===== config.mk =====
export PLATFORM = sky130hd
export DESIGN_NAME = cla_serial_add_ctrl
export DESIGN_NICKNAME = d
export VERILOG_FILES = /design/src/rtl/cla_serial_add_ctrl.sv
export SDC_FILE = /design/constraint.sdc
export NUM_CORES = 1
export LEC_CHECK = 0
export BUFFER_PORTS_ARGS = -buffer_cell sky130_fd_sc_hd__clkbuf_2
export CAP_MARGIN = 30
export CORE_ASPECT_RATIO = 2
export CORE_UTILIZATION = 57
export DETAILED_ROUTE_END_ITERATION = 8
export PLACE_DENSITY = 0.8
export SETUP_SLACK_MARGIN = 0.02
export SYNTH_ARGS = -nofsm -noshare
export SYNTH_HDL_FRONTEND = slang
export SYNTH_HIERARCHICAL = 1
export SYNTH_SLANG_ARGS = --single-unit

===== constraint.sdc =====
create_clock -name i_Clk -period 4.1 [get_ports i_Clk]
set_clock_uncertainty 0.1 [all_clocks]
set_input_delay 0.41 -clock i_Clk [delete_from_list [all_inputs] [get_ports i_Clk]]
set_output_delay 0.41 -clock i_Clk [all_outputs]
set_load 0.01 [all_outputs]

===== src/rtl/cla_serial_add_ctrl.sv =====
// Nibble-serial WIDTH-bit adder sequencer around one shared 4-bit CLA (LS nibble first).
// Optional signed-overflow output o_Ovf is built only when CLA_SEQ_OVF_EN is defined.
`default_nettype none

module four_bit_CLA_adder_verilog (
    input  logic [3:0] i_A,
    input  logic [3:0] i_B,
    input  logic       i_Cin,
    output logic [3:0] o_Sum,
    output logic       o_Cout
);
    logic [3:0] w_g, w_p;
    logic [4:0] w_c;

    assign w_g    = i_A & i_B;
    assign w_p    = i_A ^ i_B;
    assign w_c[0] = i_Cin;
    assign w_c[1] = w_g[0] | (w_p[0] & w_c[0]);
    assign w_c[2] = w_g[1] | (w_p[1] & w_g[0]) | (w_p[1] & w_p[0] & w_c[0]);
    assign w_c[3] = w_g[2] | (w_p[2] & w_g[1]) | (w_p[2] & w_p[1] & w_g[0])
                  | (w_p[2] & w_p[1] & w_p[0] & w_c[0]);
    assign w_c[4] = w_g[3] | (w_p[3] & w_g[2]) | (w_p[3] & w_p[2] & w_g[1])
                  | (w_p[3] & w_p[2] & w_p[1] & w_g[0])
                  | (w_p[3] & w_p[2] & w_p[1] & w_p[0] & w_c[0]);
    assign o_Sum  = w_p ^ w_c[3:0];
    assign o_Cout = w_c[4];
endmodule

module cla_serial_add_ctrl #(
    parameter int WIDTH = 16
) (
    input  logic             i_Clk,
    input  logic             i_Rst_n,
    input  logic             i_Start,
    input  logic [WIDTH-1:0] i_A,
    input  logic [WIDTH-1:0] i_B,
    input  logic             i_Cin,
    output logic             o_Ready,
    output logic             o_Busy,
    output logic             o_Done,
    output logic [WIDTH-1:0] o_Sum,
    output logic             o_Cout
`ifdef CLA_SEQ_OVF_EN
   ,output logic             o_Ovf
`endif
);
    localparam int N  = WIDTH / 4;
    localparam int IW = (N > 1) ? $clog2(N) : 1;

    typedef enum logic [1:0] {S_IDLE, S_RUN, S_DONE} state_t;

    state_t           r_state, w_next;
    logic [WIDTH-1:0] r_a, r_b, r_work, w_work_nxt;
    logic             r_carry;
    logic [IW-1:0]    r_idx;
    logic [3:0]       w_nib_a, w_nib_b, w_nib_s;
    logic             w_nib_co;
    logic             w_last;

    assign w_nib_a = r_a[r_idx*4 +: 4];
    assign w_nib_b = r_b[r_idx*4 +: 4];
    assign w_last  = (r_idx == IW'(N - 1));

    four_bit_CLA_adder_verilog u_cla (
        .i_A    (w_nib_a),
        .i_B    (w_nib_b),
        .i_Cin  (r_carry),
        .o_Sum  (w_nib_s),
        .o_Cout (w_nib_co)
    );

    // Final nibble lands in the same edge that loads o_Sum, so merge it here.
    always_comb begin
        w_work_nxt                 = r_work;
        w_work_nxt[r_idx*4 +: 4]   = w_nib_s;
    end

    always_ff @(posedge i_Clk or negedge i_Rst_n) begin
        if (!i_Rst_n) r_state <= S_IDLE;
        else          r_state <= w_next;
    end

    always_comb begin
        w_next = r_state;
        case (r_state)
            S_IDLE:  if (i_Start) w_next = S_RUN;
            S_RUN:   if (w_last)  w_next = S_DONE;
            S_DONE:  w_next = S_IDLE;
            default: w_next = S_IDLE;
        endcase
    end

    always_comb begin
        o_Ready = 1'b0;
        o_Busy  = 1'b0;
        o_Done  = 1'b0;
        case (r_state)
            S_IDLE:  o_Ready = 1'b1;
            S_RUN:   o_Busy  = 1'b1;
            S_DONE:  begin o_Busy = 1'b1; o_Done = 1'b1; end
            default: o_Ready = 1'b0;
        endcase
    end

    always_ff @(posedge i_Clk or negedge i_Rst_n) begin
        if (!i_Rst_n) begin
            r_a     <= '0;
            r_b     <= '0;
            r_work  <= '0;
            r_carry <= 1'b0;
            r_idx   <= '0;
            o_Sum   <= '0;
            o_Cout  <= 1'b0;
        end else begin
            case (r_state)
                S_IDLE: if (i_Start) begin
                    r_a     <= i_A;
                    r_b     <= i_B;
                    r_carry <= i_Cin;
                    r_idx   <= '0;
                    r_work  <= '0;
                end
                S_RUN: begin
                    r_work  <= w_work_nxt;
                    r_carry <= w_nib_co;
                    r_idx   <= r_idx + 1'b1;
                    if (w_last) begin
                        o_Sum  <= w_work_nxt;
                        o_Cout <= w_nib_co;
                    end
                end
                default: ;
            endcase
        end
    end

`ifdef CLA_SEQ_OVF_EN
    always_ff @(posedge i_Clk or negedge i_Rst_n) begin
        if (!i_Rst_n)
            o_Ovf <= 1'b0;
        else if (r_state == S_RUN && w_last)
            o_Ovf <= (r_a[WIDTH-1] ~^ r_b[WIDTH-1]) & (r_a[WIDTH-1] ^ w_work_nxt[WIDTH-1]);
    end
`endif

endmodule

`default_nettype wire


After elaboration in Yosys (flattened, before gate mapping)
Cells that the tools add are included.

Register bits: 70. Input port bits: 36. Logic and storage cells: 68. Output and inout bits: 20.

Add/sub/neg operators: 2. Reduce and logical (&&, ||, !) cells: 7. Bitwise operators: 29. Muxes and demuxes: 13. Equal/unequal tests: 5. Shift operators: 4.

Operator list (count): $neg 4->34 (1); $shift 4x34->16 const A (1); $shiftx 4x34->16 (1); $pmux 16 s2 (1); $shiftx 16x5->4 (2); $and 1x1->1 (16); $bwmux 16 (1); $mux 16 (1); $or 1x1->1 (10); $pmux 2 s2 (2); $reduce_and 2->1 (4); $xor 4x4->4 (2); $mux 2 (3); $and 4x4->4 (1); $eq 2x2->1 const B (2); $mux 1 (4); $ne 2x2->1 const B (2); $add 2x1->2 const B (1); $eq 2x1->1 const B (1); $logic_not 2->1 (1); $pmux 1 s2 (1); $reduce_bool 2->1 (1); $reduce_or 2->1 (1).

Longest topological paths before layout
Depth in word-level cells: 10. Mapped depth: 9.

Cells and area by module
The synthesis kept the hierarchy.

Modules (own cells, without submodules): cla_serial_add_ctrl (cells each 253, instances 1, area an instance 3268.1 µm²); four_bit_CLA_adder_verilog (cells each 17, instances 1, area an instance 147.6 µm²).

Worst setup path before layout
No wires, ideal clock.

Path kind: reg-to-reg. From: reg r_idx[0]. To: reg o_Sum[7]. Arrival time: 2.609 ns. Required time: 3.918 ns. Clock period less this slack: 2.791 ns. Stages on the path, launching flop included: 10. Slack: 1.309 ns. Cell sequence: dfrtp_1 -> buf_2 -> mux4_2 -> ha_1 -> a21o_1 -> a31o_1 -> xor2_1 -> clkbuf_1 -> nand4_1 -> a31oi_1.

RTL lines: start: declaration (RTL line 55) `logic [IW-1:0] r_idx;`; start signal: assignment (RTL line 126) `r_idx <= r_idx + 1'b1;`; $shiftx 16x5->4 * (RTL line 60) `assign w_nib_a = r_a[r_idx*4 +: 4];`; via w_nib_a[0] (RTL line 56) `logic [3:0] w_nib_a, w_nib_b, w_nib_s;`; $and 4x4->4 or $xor 4x4->4 (tied branches) (RTL line 15, 16); $and 1x1->1 (on tied branches) (RTL line 20, 21); $or 1x1->1 or $and 1x1->1 (tied branches) (RTL line 20, 21); $or 1x1->1 * (RTL line 21) `| (w_p[2] & w_p[1] & w_p[0] & w_c[0]);`; $xor 4x4->4 * (RTL line 25) `assign o_Sum = w_p ^ w_c[3:0];`; via w_nib_s[3] (RTL line 56); $shiftx 4x34->16 * (RTL line 75) `w_work_nxt[r_idx*4 +: 4] = w_nib_s;`; $bwmux 16 * (RTL line 75); end signal: assignment (RTL line 128) `o_Sum <= w_work_nxt;`; end: declaration (RTL line 41) `output logic [WIDTH-1:0] o_Sum,`.

Mark *: on every way through the listed nets, which the timed path passes. The rest lies on a longest branch. A chain may end at the register's enable or synchronous reset.

Worst setup path in the final report
From: reg r_idx[0]. To: reg o_Sum[15].

The elaborated chain is that of the path after synthesis.

==> run_results.csv <==
group,metric,value,unit
outcome,outcome,"complete, but fails checks",
outcome,violations,"design-rule violations",
layout,post-route-util,71.34,%
logic_synthesis,syn-instance-count,270,
sta,setup_tns,0,ns
worst_setup_path,max_stage_delay,0.86,ns
routing,routed_wl,7134,microns
floorplan,io_pins,56,
layout,final_cell_count_no_fill,393,
global_route,grt_max_degree,44,
routing,avgViaCountPerCell,6.023,
power_and_ir_drop,p_leak,1.912,nW
global_route,grt_usage,25.54,%
clock_network,htreeDepth,3,
hold_path,hp-class,"input port to flop",
sta,final-setup-viol-count,0,
sta,timing.final.hold_violations,0,
clock_network,cts.clk_slew.worst_paths,0.06,ns
sta,slew_headroom,46.05,%
logic_synthesis,syn_area_per_cell,12.65,sq um
worst_setup_path,startpoint_type,"flop",
global_route,antenna_found_initial,0,
power_and_ir_drop,power_density,975.6,mW/mm^2
flow_run,cap_violations,0,
clock_network,cts_tree,"done",
logic_synthesis,ys_top_cells_by_area,"dfrtp_1 (51%), mux2_2 (12%), ha_1 (5.5%)",
layout,drive_gt1_share,37.65,%
place,io_buffers,55,
layout,fin_area,0.004108,sq mm
logic_synthesis,synth_fp_nets,322,
place,dpl-instance-area,0.003730,sq mm
routing,firstDrtPassIters,6,
floorplan,chipWidth,56.74,microns
floorplan,initial_core_util,59.32,%
sta,fin_crit_sh,83.40,%
clock_network,worstSkewPairLatency,0.34,ns
routing,drt_iter0_markers,86,
clock_network,post_cts_buffers,0,
logic_synthesis,async_flop_share,100.0,%
logic_synthesis,synth_flop_cell,"dfrtp_1",
floorplan,rows,39,
worst_setup_path,cp-end-kind,"flop",
layout,antenna_cells,0,
logic_synthesis,yosysSeqAreaShare,51.28,%
worst_setup_path,cp_slowest_cell,"dfrtp_1",
place,dp.cells,375,
sta,fmax,0.2924,GHz
global_route,overflow,0,
worst_setup_path,required,4.26,ns
worst_setup_path,cp_max_fo,16,
logic_synthesis,synth_warnings,6,
worst_setup_path,path_class,"flop to flop",
sta,rsz0062_at_grt,"false",
place,finalWeightedCongestion,0.8855,
global_route,grt_pass1_vias,2496,
logic_synthesis,yosys.area.top_type,"dfrtp_1",
logic_synthesis,synth.most_common_cell,"dfrtp_1",
routing,avgRoutedWirePerCell,18.15,microns
place,dp_hpwl,5152,microns
global_route,grt_pass1_wl,11870,microns
clock_network,postCtsResizedCells,0,
logic_synthesis,synth_top_area_share,51.28,%
logic_synthesis,netlist_area,0.003416,sq mm
worst_setup_path,crit_arrival,3.58,ns
logic_synthesis,ys_ff_latch,70,
floorplan,dieHeight,111.5,microns
sta,holdWs,0.2033,ns
sta,worstMarginPinSlew,0.8092,ns
clock_network,cts.sinks,70,
routing,vias,2367,
clock_network,cts_max_path_buffers,2,
clock_network,cts_buffers,9,
logic_synthesis,synth.top_cells.by_count,"dfrtp_1 (70), mux2_2 (36), nor2_1 (18)",
layout,nNetsFinal,379,
sta,maxSlewViolCount,0,
routing,ant_nets,0,
routing,drc_errors,9,
logic_synthesis,synth_edf_count,0,
power_and_ir_drop,ir_drop,0.7372,mV
worst_setup_path,crit_chain,"mux4_2, ha_1, a21o_1, a31o_1, xor2_1, a32oi_1, a21oi_1",
clock_network,root_buffer,"clkbuf_16",
sta,finalCriticalPeriod,3.419,ns
layout,syn_to_final_growth,20.26,%
floorplan,die_area,0.006325,sq mm
floorplan,core_area,0.005758,sq mm
logic_synthesis,ys_types,36,
==> state kept, by name, summed over array words and instances, names as in the netlist <==
| name | count |
|---|---|
| o_Cout | 1 |
| r_b | 16 |
| r_work | 16 |
| r_idx | 2 |
| r_state | 2 |
| o_Sum | 16 |
| r_a | 16 |
| r_carry | 1 |
==> repair_timing <==
item	in CTS	in global routing
hold buffers	0	1
setup endpoints to repair	0	0
endpoints found under the hold margin	0	42
==> where the power goes <==
group / total [mW] / internal, mW / switching (mW)
clock network: 0.897 / 0.609 / 0.288
registers: 1.18 / 0.974 / 0.209
logic: 1.93 / 0.841 / 1.09
total: 4.01 / 2.42 / 1.58
==> per-stage QoR <==
stage               worst slack (ns)  power [mW]
floorplan                      1.309       2.487
global placement              0.8276       3.015
detailed placement            0.7327       3.081
CTS                           0.6999       4.000
global route                  0.5415       4.214
finish                        0.6805       4.007
==> area by class of cell <==
cell class | count | area [sq um]
flip-flops and latches | 70 | 1752
fillers | 417 | 1650
multi-input cells | 172 | 1544
repair buffers | 62 | 342.8
clock buffers | 10 | 239.0
clock inverters | 6 | 108.9
well taps | 61 | 76.32
inverters | 12 | 45.04
==> final timing paths <==
check                                from         to  slack [ns]  depth (start not counted)
worst max-delay path             r_idx[0]  o_Sum[15]        0.68                          7
worst min-delay path              i_B[15]    r_b[15]        0.20                          2
worst max register to register   r_idx[0]  o_Sum[15]        0.68                          7
worst min register to register  r_work[0]  r_work[0]        0.39                          1
max in group asynchronous         i_Rst_n  r_work[2]        2.78                          4
min in group asynchronous         i_Rst_n   o_Sum[8]        0.30                          2
==> cells by family (layout without fill, tap and decap cells) <==
logic type | after synthesis | count (layout) | share of synthesized area, %
mux | 44 | 44 | 17.14
compound gates | 54 | 54 | 11.06
fa+ha+maj | 16 | 16 | 6.081
simple gates | 55 | 55 | 10.15
buf+inv | 28 | 90 | 3.516
xor+xnor | 3 | 3 | 0.7694
flops | 70 | 70 | 51.28
==> worst max-delay path: cells and delay by family (launching register included) <==
kind	cells	cell delay (ns)
AO/OA/AOI/OAI	4	0.84
XOR/XNOR	1	0.60
adder cells (fa/ha/maj)	1	0.31
flip-flops	1	0.86
multiplexers	1	0.62
==> metal layers <==
| layer | global-route usage, % | vias up | wire, microns | share of wire [%] |
|---|---|---|---|---|
| met2 | 45.79 | 71 | 4095 | 57 |
| met4 | 15.28 | 0 | 294 | 4.1 |
| met3 | 6.388 | 21 | 277 | 3.9 |
| met1 | 25.80 | 1175 | 2467 | 35 |
| met5 | 0 | - | 0 | 0 |
| li1 | - | 1100 | - | - |
==> cells in the final DEF (no fill, tap or decap), drive strengths merged, types with 3 or more instances in the layout <==
| cell type | n |
|---|---|
| nor2 | 18 |
| dfrtp | 70 |
| clkinv | 3 |
| a21o | 4 |
| buf | 7 |
| inv | 12 |
| mux4 | 8 |
| nand4 | 8 |
| nand2b | 9 |
| mux2 | 36 |
| nor2b | 6 |
| a22o | 16 |
| a32oi | 3 |
| bufinv | 3 |
| a31oi | 8 |
| a21oi | 14 |
| nor3b | 3 |
| o21ai | 5 |
| ha | 15 |
| clkbuf | 64 |
Power figures use the tool's default switching activity.
